[config.mk]
export PLATFORM = sky130hd
export DESIGN_NAME = pc_fifo
export DESIGN_NICKNAME = d
export VERILOG_FILES = /design/src/rtl/pc_fifo.sv
export SDC_FILE = /design/constraint.sdc
export NUM_CORES = 1
export LEC_CHECK = 0
export CORE_ASPECT_RATIO = 0.9
export CORE_UTILIZATION = 59
export CTS_CLUSTER_SIZE = 20
export DETAILED_ROUTE_END_ITERATION = 10
export HOLD_SLACK_MARGIN = 0.1
export PLACE_DENSITY_LB_ADDON = 0.2
export SYNTH_ARGS = -nofsm -noshare
export SYNTH_HDL_FRONTEND = slang
export SYNTH_SLANG_ARGS = --single-unit
[constraint.sdc]
create_clock -name iclk -period 4.4 [get_ports iclk]
set_input_delay 0.66 -clock iclk [delete_from_list [all_inputs] [get_ports iclk]]
set_output_delay 0.66 -clock iclk [all_outputs]
set_load 0.01 [all_outputs]
[src/rtl/pc_fifo.sv]
// pc_fifo: parametrised valid/ready FIFO with occupancy watermarks; define PCFIFO_ERR_EN for sticky overflow/underflow flags
module pc_fifo #(
  parameter int DATA_WIDTH = 4,
  parameter int DEPTH = 10,
  parameter int AF_LEVEL = DEPTH - 2,
  parameter int AE_LEVEL = 2
) (
  input  logic                         iclk,
  input  logic                         irst,
  input  logic                         producer_valid,
  output logic                         producer_ready,
  input  logic [DATA_WIDTH-1:0]        producer_data,
  output logic                         consumer_valid,
  input  logic                         consumer_ready,
  output logic [DATA_WIDTH-1:0]        consumer_data,
  output logic [$clog2(DEPTH+1)-1:0]   count,
  output logic                         almost_full,
  output logic                         almost_empty
`ifdef PCFIFO_ERR_EN
  ,
  output logic                         overflow_err,
  output logic                         underflow_err
`endif
);
  localparam int PW = $clog2(DEPTH);
  localparam int CW = $clog2(DEPTH + 1);
  localparam logic [PW-1:0] LAST = PW'(DEPTH - 1);
  localparam logic [CW-1:0] FULL_CNT = CW'(DEPTH);
  logic [DATA_WIDTH-1:0] mem_q [DEPTH];
  logic [PW-1:0] wr_ptr_q, wr_ptr_d, rd_ptr_q, rd_ptr_d;
  logic [CW-1:0] count_q, count_d;
  logic full, empty, push, pop;
`ifdef PCFIFO_ERR_EN
  logic ovf_q, ovf_d, unf_q, unf_d;
`endif
  always_comb begin
    full = count_q == FULL_CNT;
    empty = count_q == '0;
    push = producer_valid & ~full;
    pop = consumer_ready & ~empty;
    wr_ptr_d = push ? (wr_ptr_q == LAST ? '0 : wr_ptr_q + 1'b1) : wr_ptr_q;
    rd_ptr_d = pop ? (rd_ptr_q == LAST ? '0 : rd_ptr_q + 1'b1) : rd_ptr_q;
    count_d = count_q + CW'(push) - CW'(pop);
`ifdef PCFIFO_ERR_EN
    ovf_d = ovf_q | (producer_valid & full);
    unf_d = unf_q | (consumer_ready & empty);
`endif
  end
  always_ff @(posedge iclk) begin
    if (irst) begin
      wr_ptr_q <= '0;
      rd_ptr_q <= '0;
      count_q <= '0;
`ifdef PCFIFO_ERR_EN
      ovf_q <= 1'b0;
      unf_q <= 1'b0;
`endif
    end else begin
      wr_ptr_q <= wr_ptr_d;
      rd_ptr_q <= rd_ptr_d;
      count_q <= count_d;
`ifdef PCFIFO_ERR_EN
      ovf_q <= ovf_d;
      unf_q <= unf_d;
`endif
    end
  end
  always_ff @(posedge iclk) begin
    if (push && !irst) mem_q[wr_ptr_q] <= producer_data;
  end
  assign producer_ready = ~full;
  assign consumer_valid = ~empty;
  assign consumer_data = mem_q[rd_ptr_q];
  assign count = count_q;
  assign almost_full = count_q >= CW'(AF_LEVEL);
  assign almost_empty = count_q <= CW'(AE_LEVEL);
`ifdef PCFIFO_ERR_EN
  assign overflow_err = ovf_q;
  assign underflow_err = unf_q;
`endif
endmodule

==> results.ini, run 1 <==
[status]
status = finished clean

[detailed_routing]
first_iter_violations = 107
viasPerCell = 5.70
vias = 1374
wl_per_cell_um = 16.8
dr.pass1.iters = 4
drc = 0
wirelength_um = 4040
antenna_left = 0

[timing]
worst_pin_slew_ns = 1.01
finalCritPeriodShare_pct = 77.9
period_needed_ns = 3.43
setup_violations = 0
rsz0062_at_grt = false
max_freq_ghz = 0.292
finClkSkew_ns = 0.00834
hold_viol_final = 0
tns_ns = 0
slew_headroom_pct = 32.8
timing.final.max_slew_violations = 0

[finish]
fin_nets = 210
final_common_cell = edfxtp_1
area_growth_pct = 13.8
diodes = 0
layout-drive-gt1-share_pct = 9.74
seq_area_um2 = 1520
multiInputGateArea_um2 = 815
final_cell_mix = edfxtp_1, clkdlybuf4s50_1, mux2i_1, nor2_1, dfxtp_1
fillers = 255

[logic_synthesis]
synthCells = 173
yosys_warnings = 0
yosysUniqueCellTypes = 37
ys_seq_area_share_pct = 63.7
synth_top_cell_area_share_pct = 50.3
synth_nets = 189
avgSynthCellArea_um2 = 13.8
ys_ff_latch = 56
yosys.area.top_type = edfxtp_1
synth_area_um2 = 2390
yosys-top-cells-area = edfxtp_1, dfxtp_1, mux2i_1

[setup_path]
rr_worst_depth = 11
startpoint_type = flip-flop
cp-end-kind = output port
r2r_end = count[2]
required_ns = 3.74
critPathKind = flip-flop to output port
r2r-start = count[2]
worstPathArrival_ns = 2.77
rrSetupSlack_ns = 1.93
critPathMaxFanout = 20

[clock_network]
cts.sinks = 56
clk_pin_slew_ns = 0.09
cts_buffer_depth = 2
cts_buffers = 5
clock-root-buffer = clkbuf_8
clk-insertion-delay-late_ns = 0.31
post_cts_buffers = 0
cts_hold_buffers = 0
cts_tree = done
cts_max_level = 2
cts_resized = 0

[die]
die_w_um = 69.1
core_area_um2 = 3780
die_area_um2 = 4310
rows = 21
io-pin-count = 20
start_util_pct = 63.1
die_h_um = 62.4

[global_routing]
track_usage_pct = 20.6
gr-total-overflow = 0
grt_pass1_vias = 1360
grt_pass1_wl_um = 6550
antenna_found_initial = 0
grt_max_degree = 21

[placement]
hpwl_um = 2980
gp_congestion = 0.816
io_buffers = 19

[pwr]
power_mw = 1.42
vdd_ir_drop_max_mv = 0.461
pwr_density_cell_nw_per_um2 = 523
pwr-share-comb_pct = 29.8
switching_share_pct = 28.1
p_int_mw = 1.02
p_clk_share_pct = 22.6
power.leakage_nw = 0.917
seqPwrFrac_pct = 47.6
switching_power_mw = 0.399

[min_path]
hold_class = flip-flop to flip-flop
hold_end = wr_ptr_q[2]
hold-path-cell-count = 2
min-delay-start = wr_ptr_q[2]

[run]
cap_violations = 0

[cell usage after synthesis]
master,instances
nand4bb_1,1
nand2b_1,4
nand2_2,1
inv_1,7
and3_1,1
a21o_1,1
o21ai_0,1
nand4_1,3
or2_2,1
nand2_1,12
or3_1,2
clkbuf_1,3
nor2_1,17
xnor2_1,2
nor3_1,2
mux2_2,4
a21oi_1,5
xor2_1,3
nand3b_2,1
buf_4,2
fa_1,1
and2_1,1
dfxtp_1,16
or3b_1,1
nand3b_1,1
or4b_1,1
a22o_1,1
edfxtp_1,40
nor3_2,1
nor2b_1,2
ha_1,7
mux2i_1,17
o22ai_1,1
a41oi_1,1
nand3_1,1
mux4_2,4
o21ai_1,4
[logic make-up after synthesis]
family	count (synthesis)	synth area share [%]
flops	56	63.7
simple gates	53	11.6
mux	25	12.8
compound gates	14	3.41
buf+inv	12	2.20
fa+ha+maj	8	4.50
xor+xnor	5	1.83
[registers in the layout, indices dropped and copies added (netlist names), named ones only]
signal / count
wr_ptr_q: 4
rd_ptr_q: 4
mem_q: 40
count: 4
[per-layer routing]
metal  global-route usage (%)  up-vias  part of all wire [%]
met5                        0        -                     0
met4                     9.18        0                   1.9
met3                     5.36        6                   4.1
met2                     33.4       36                    50
met1                     26.1      661                    44
li1                         -      671                     -
[through the flow]
stage	setup WS (ns)	util (%)	std cells	hold slack, ns	cell area, µm²
finish	0.972	71.8	241	0.551	2720
global route	0.826	71.8	241	0.603	2720
CTS	0.948	71.8	241	0.544	2720
detailed placement	1.29	69.0	233	0.530	2610
global placement	1.38	69.0	233	0.512	2610
floorplan	2.01	-	173	0.492	2390
[worst max path at each step]
stage | start | end | slack (ns) | cells after the start
after global routing | flip-flop | consumer_data[0] | 0.83 | 4
after global placement | flip-flop | consumer_data[2] | 1.38 | 4
final | flip-flop | consumer_data[0] | 0.97 | 4
after detailed placement | flip-flop | consumer_data[0] | 1.29 | 4
after floorplan | count[2] | count[2] | 2.01 | 11
after CTS | flip-flop | consumer_data[0] | 0.95 | 4
[worst max-delay path, cell delays in order, from the launching register on]
cell and delay, ns:
dfxtp_1 0.99, mux2i_1 0.23, mux4_2 0.52, o21ai_1 0.16, clkdlybuf4s50_1 0.55
[power by group through the flow]
| stage | sequential (mW) | clock (mW) | combinational, mW |
|---|---|---|---|
| finish | 0.677 | 0.322 | 0.423 |
| global route | 0.687 | 0.344 | 0.469 |
| CTS | 0.678 | 0.326 | 0.428 |
| detailed placement | 0.690 | 0 | 0.423 |
| global placement | 0.686 | 0 | 0.412 |
| floorplan | 0.650 | 0 | 0.309 |
[final cells by class]
class	instances	share of cell area [%]
repair buffers	19	7.00
clock buffers	6	2.67
inverters	7	0.967
well taps	46	2.12
flip-flops and latches	56	56.0
clock inverters	2	1.29
multi-input cells	105	30.0
No activity file was read; power rests on OpenSTA's default activity.
==> run 2: changes to the inputs <==
--- a/config.mk
+++ b/config.mk
@@ -6,7 +6,7 @@
 export NUM_CORES = 1
 export LEC_CHECK = 0
 export CORE_ASPECT_RATIO = 0.9
-export CORE_UTILIZATION = 59
+export CORE_UTILIZATION = 57
 export CTS_CLUSTER_SIZE = 20
 export DETAILED_ROUTE_END_ITERATION = 10
 export HOLD_SLACK_MARGIN = 0.1
==> constraint.sdc (replaced) <==
create_clock -name iclk -period 3.44 [get_ports iclk]
set_input_delay 0.516 -clock iclk [delete_from_list [all_inputs] [get_ports iclk]]
set_output_delay 0.516 -clock iclk [all_outputs]
set_load 0.01 [all_outputs]
==> run 2 against run 1 <==
Sequential power increased by 22%. Critical path depth increased by 1. Non-clock buffer count increased by 1. Cell count increased by 0.41%. Largest cell class unchanged.
==> results.ini, run 2 (same netlist as run 1, synthesis figures left out) <==
[status]
status = finished clean  ; unchanged

[finish]
final_design_area_no_fill_um2 = 2710  ; was 2720 µm²
fin_nets = 211  ; was 210
largest-register = mem_q  ; unchanged
largest_reg_flops = 40  ; unchanged
final_common_cell = edfxtp_1  ; unchanged
final_cell_mix = edfxtp_1, clkdlybuf4s50_1, mux2i_1, nor2_1, dfxtp_1  ; unchanged
area_growth_pct = 13.6  ; was 13.8%
diodes = 0  ; unchanged
layout-drive-gt1-share_pct = 10.7  ; was 9.74%
stdcell_count = 242  ; was 241

[setup_path]
critPathKind = flip-flop to output port  ; unchanged
cp_cell_sequence = buf_4, mux2i_1, mux4_2, o21ai_1, clkdlybuf4s50_1  ; was mux2i_1, mux4_2, o21ai_1, clkdlybuf4s50_1
slowest_delay_ns = 0.54  ; was 0.99 ns
timing.critical_path.buf_inv = 2  ; was 1
rr_worst_depth = 11  ; unchanged
critPathSlowestCell = clkdlybuf4s50_1  ; was dfxtp_1
startpoint_type = flip-flop  ; unchanged
required_ns = 2.92  ; was 3.74 ns
cp-end-kind = output port  ; unchanged
critPathMaxFanout = 20  ; unchanged
worstSetupPathDepth = 5  ; was 4
cp_top_family = buffers and inverters  ; was flip-flops
worstPathArrival_ns = 2.24  ; was 2.77 ns

[placement]
postPlaceCellArea_um2 = 2620  ; was 2610 µm²
io_buffers = 19  ; unchanged
gp_congestion = 0.859  ; was 0.816
placedCellCount = 234  ; was 233
hpwl_um = 2920  ; was 2980 µm

[timing]
finalCritPeriodShare_pct = 80.1
period_needed_ns = 2.75
finClkSkew_ns = 0.00721  ; was 0.00834 ns
slew_headroom_pct = 57.4  ; was 32.8%
hold_viol_final = 0  ; unchanged
rsz0062_at_grt = false  ; unchanged
tns_ns = 0  ; unchanged
timing.final.max_slew_violations = 0  ; unchanged
setup_violations = 0  ; unchanged
max_freq_ghz = 0.363
worst_pin_slew_ns = 0.634  ; was 1.01 ns

[clock_network]
clock-root-buffer = clkbuf_8  ; unchanged
cts.sinks = 56  ; unchanged
cts_resized = 0  ; unchanged
post_cts_buffers = 0  ; unchanged
cts_buffer_depth = 2  ; unchanged
cts_buffers = 5  ; unchanged
clk-insertion-delay-late_ns = 0.31  ; about the same
cts_hold_buffers = 0  ; unchanged
cts_max_level = 2  ; unchanged
clk_pin_slew_ns = 0.09  ; about the same
cts_tree = done  ; unchanged

[detailed_routing]
wl_per_cell_um = 16.7  ; was 16.8 µm
viasPerCell = 5.58  ; was 5.70
vias = 1351  ; was 1,374
antenna_left = 0  ; unchanged
first_iter_violations = 80  ; was 107
dr.pass1.iters = 4  ; unchanged
wirelength_um = 4050  ; was 4040 µm
drc = 0  ; unchanged

[die]
io-pin-count = 20  ; unchanged
rows = 21  ; unchanged
die_area_um2 = 4450  ; was 4310 µm²
die_w_um = 70.2  ; was 69.1 µm
die_h_um = 63.4  ; was 62.4 µm
core_area_um2 = 3860  ; was 3780 µm²
start_util_pct = 61.8  ; was 63.1%

[global_routing]
grt_pass1_vias = 1323  ; was 1,360
track_usage_pct = 19.6  ; was 20.6%
antenna_found_initial = 0  ; unchanged
gr-total-overflow = 0  ; unchanged
grt_pass1_wl_um = 6430  ; was 6550 µm
grt_max_degree = 21  ; unchanged

[pwr]
power.leakage_nw = 0.918  ; was 0.917 nW
vdd_ir_drop_max_mv = 0.415  ; was 0.461 mV
power_mw = 1.79  ; was 1.42 mW
pwr_density_cell_nw_per_um2 = 658  ; was 523 nW/µm²

[min_path]
hold_class = flip-flop to flip-flop  ; unchanged
hold-path-cell-count = 2  ; unchanged

[run]
cap_violations = 0  ; unchanged

[run 2: cell types whose count changed in the layout (fill, tap and decap cells not counted), sizes merged]
cell | before | now
buf | 0 | 1
bufinv | 1 | 0
inv | 7 | 8
[run 2: final cells by class]
class	count	area [µm²]
sequential	56	1520
fill	265	1150
multi-input combinational	105	815
timing repair buffer	20	198
clock buffer	6	82.6
tap	46	57.6
inverter	7	26.3
clock inverter	2	13.8
[run 2: final timing paths]
| kind | from | to | slack, ns |
|---|---|---|---|
| worst max-delay path | flip-flop | consumer_data[1] | 0.69 |
| worst min-delay path | wr_ptr_q[2] | wr_ptr_q[2] | 0.55 |
| worst max register to register | count[2] | count[2] | 0.94 |
| worst min register to register | wr_ptr_q[2] | wr_ptr_q[2] | 0.55 |
[run 2: metrics by stage]
stage               setup slack [ns]  hold slack, ns  util, %
finish                         0.686           0.552     70.3
floorplan                       1.05           0.492        -
global placement                1.00           0.517     67.8
global route                   0.597           0.573     70.3
CTS                            0.673           0.552     70.3
detailed placement             0.937           0.535     67.8
[run 2: per-layer routing]
metal | up-vias | part of all wire [%] | track usage (%)
li1 | 673 | - | -
met1 | 635 | 42 | 25.1
met2 | 38 | 51 | 33.0
met3 | 5 | 5.6 | 4.16
met4 | 0 | 0.84 | 7.00
met5 | - | 0 | 0
[run 2: worst reg2reg max path, cell delays in order, from the launching register on]
cell	delay, ns
dfxtp_1	0.32
inv_1	0.12
ha_1	0.18
or3b_1	0.41
and2_1	0.21
ha_1	0.27
inv_1	0.06
ha_1	0.16
inv_1	0.06
fa_1	0.37
xor2_1	0.15
nor2_1	0.05
[run 2: power breakdown]
group / internal, mW / switching, mW / total (mW)
Combinational: 0.324 / 0.268 / 0.592
Sequential: 0.770 / 0.0550 / 0.825
Clock: 0.165 / 0.205 / 0.370
Total: 1.26 / 0.528 / 1.79
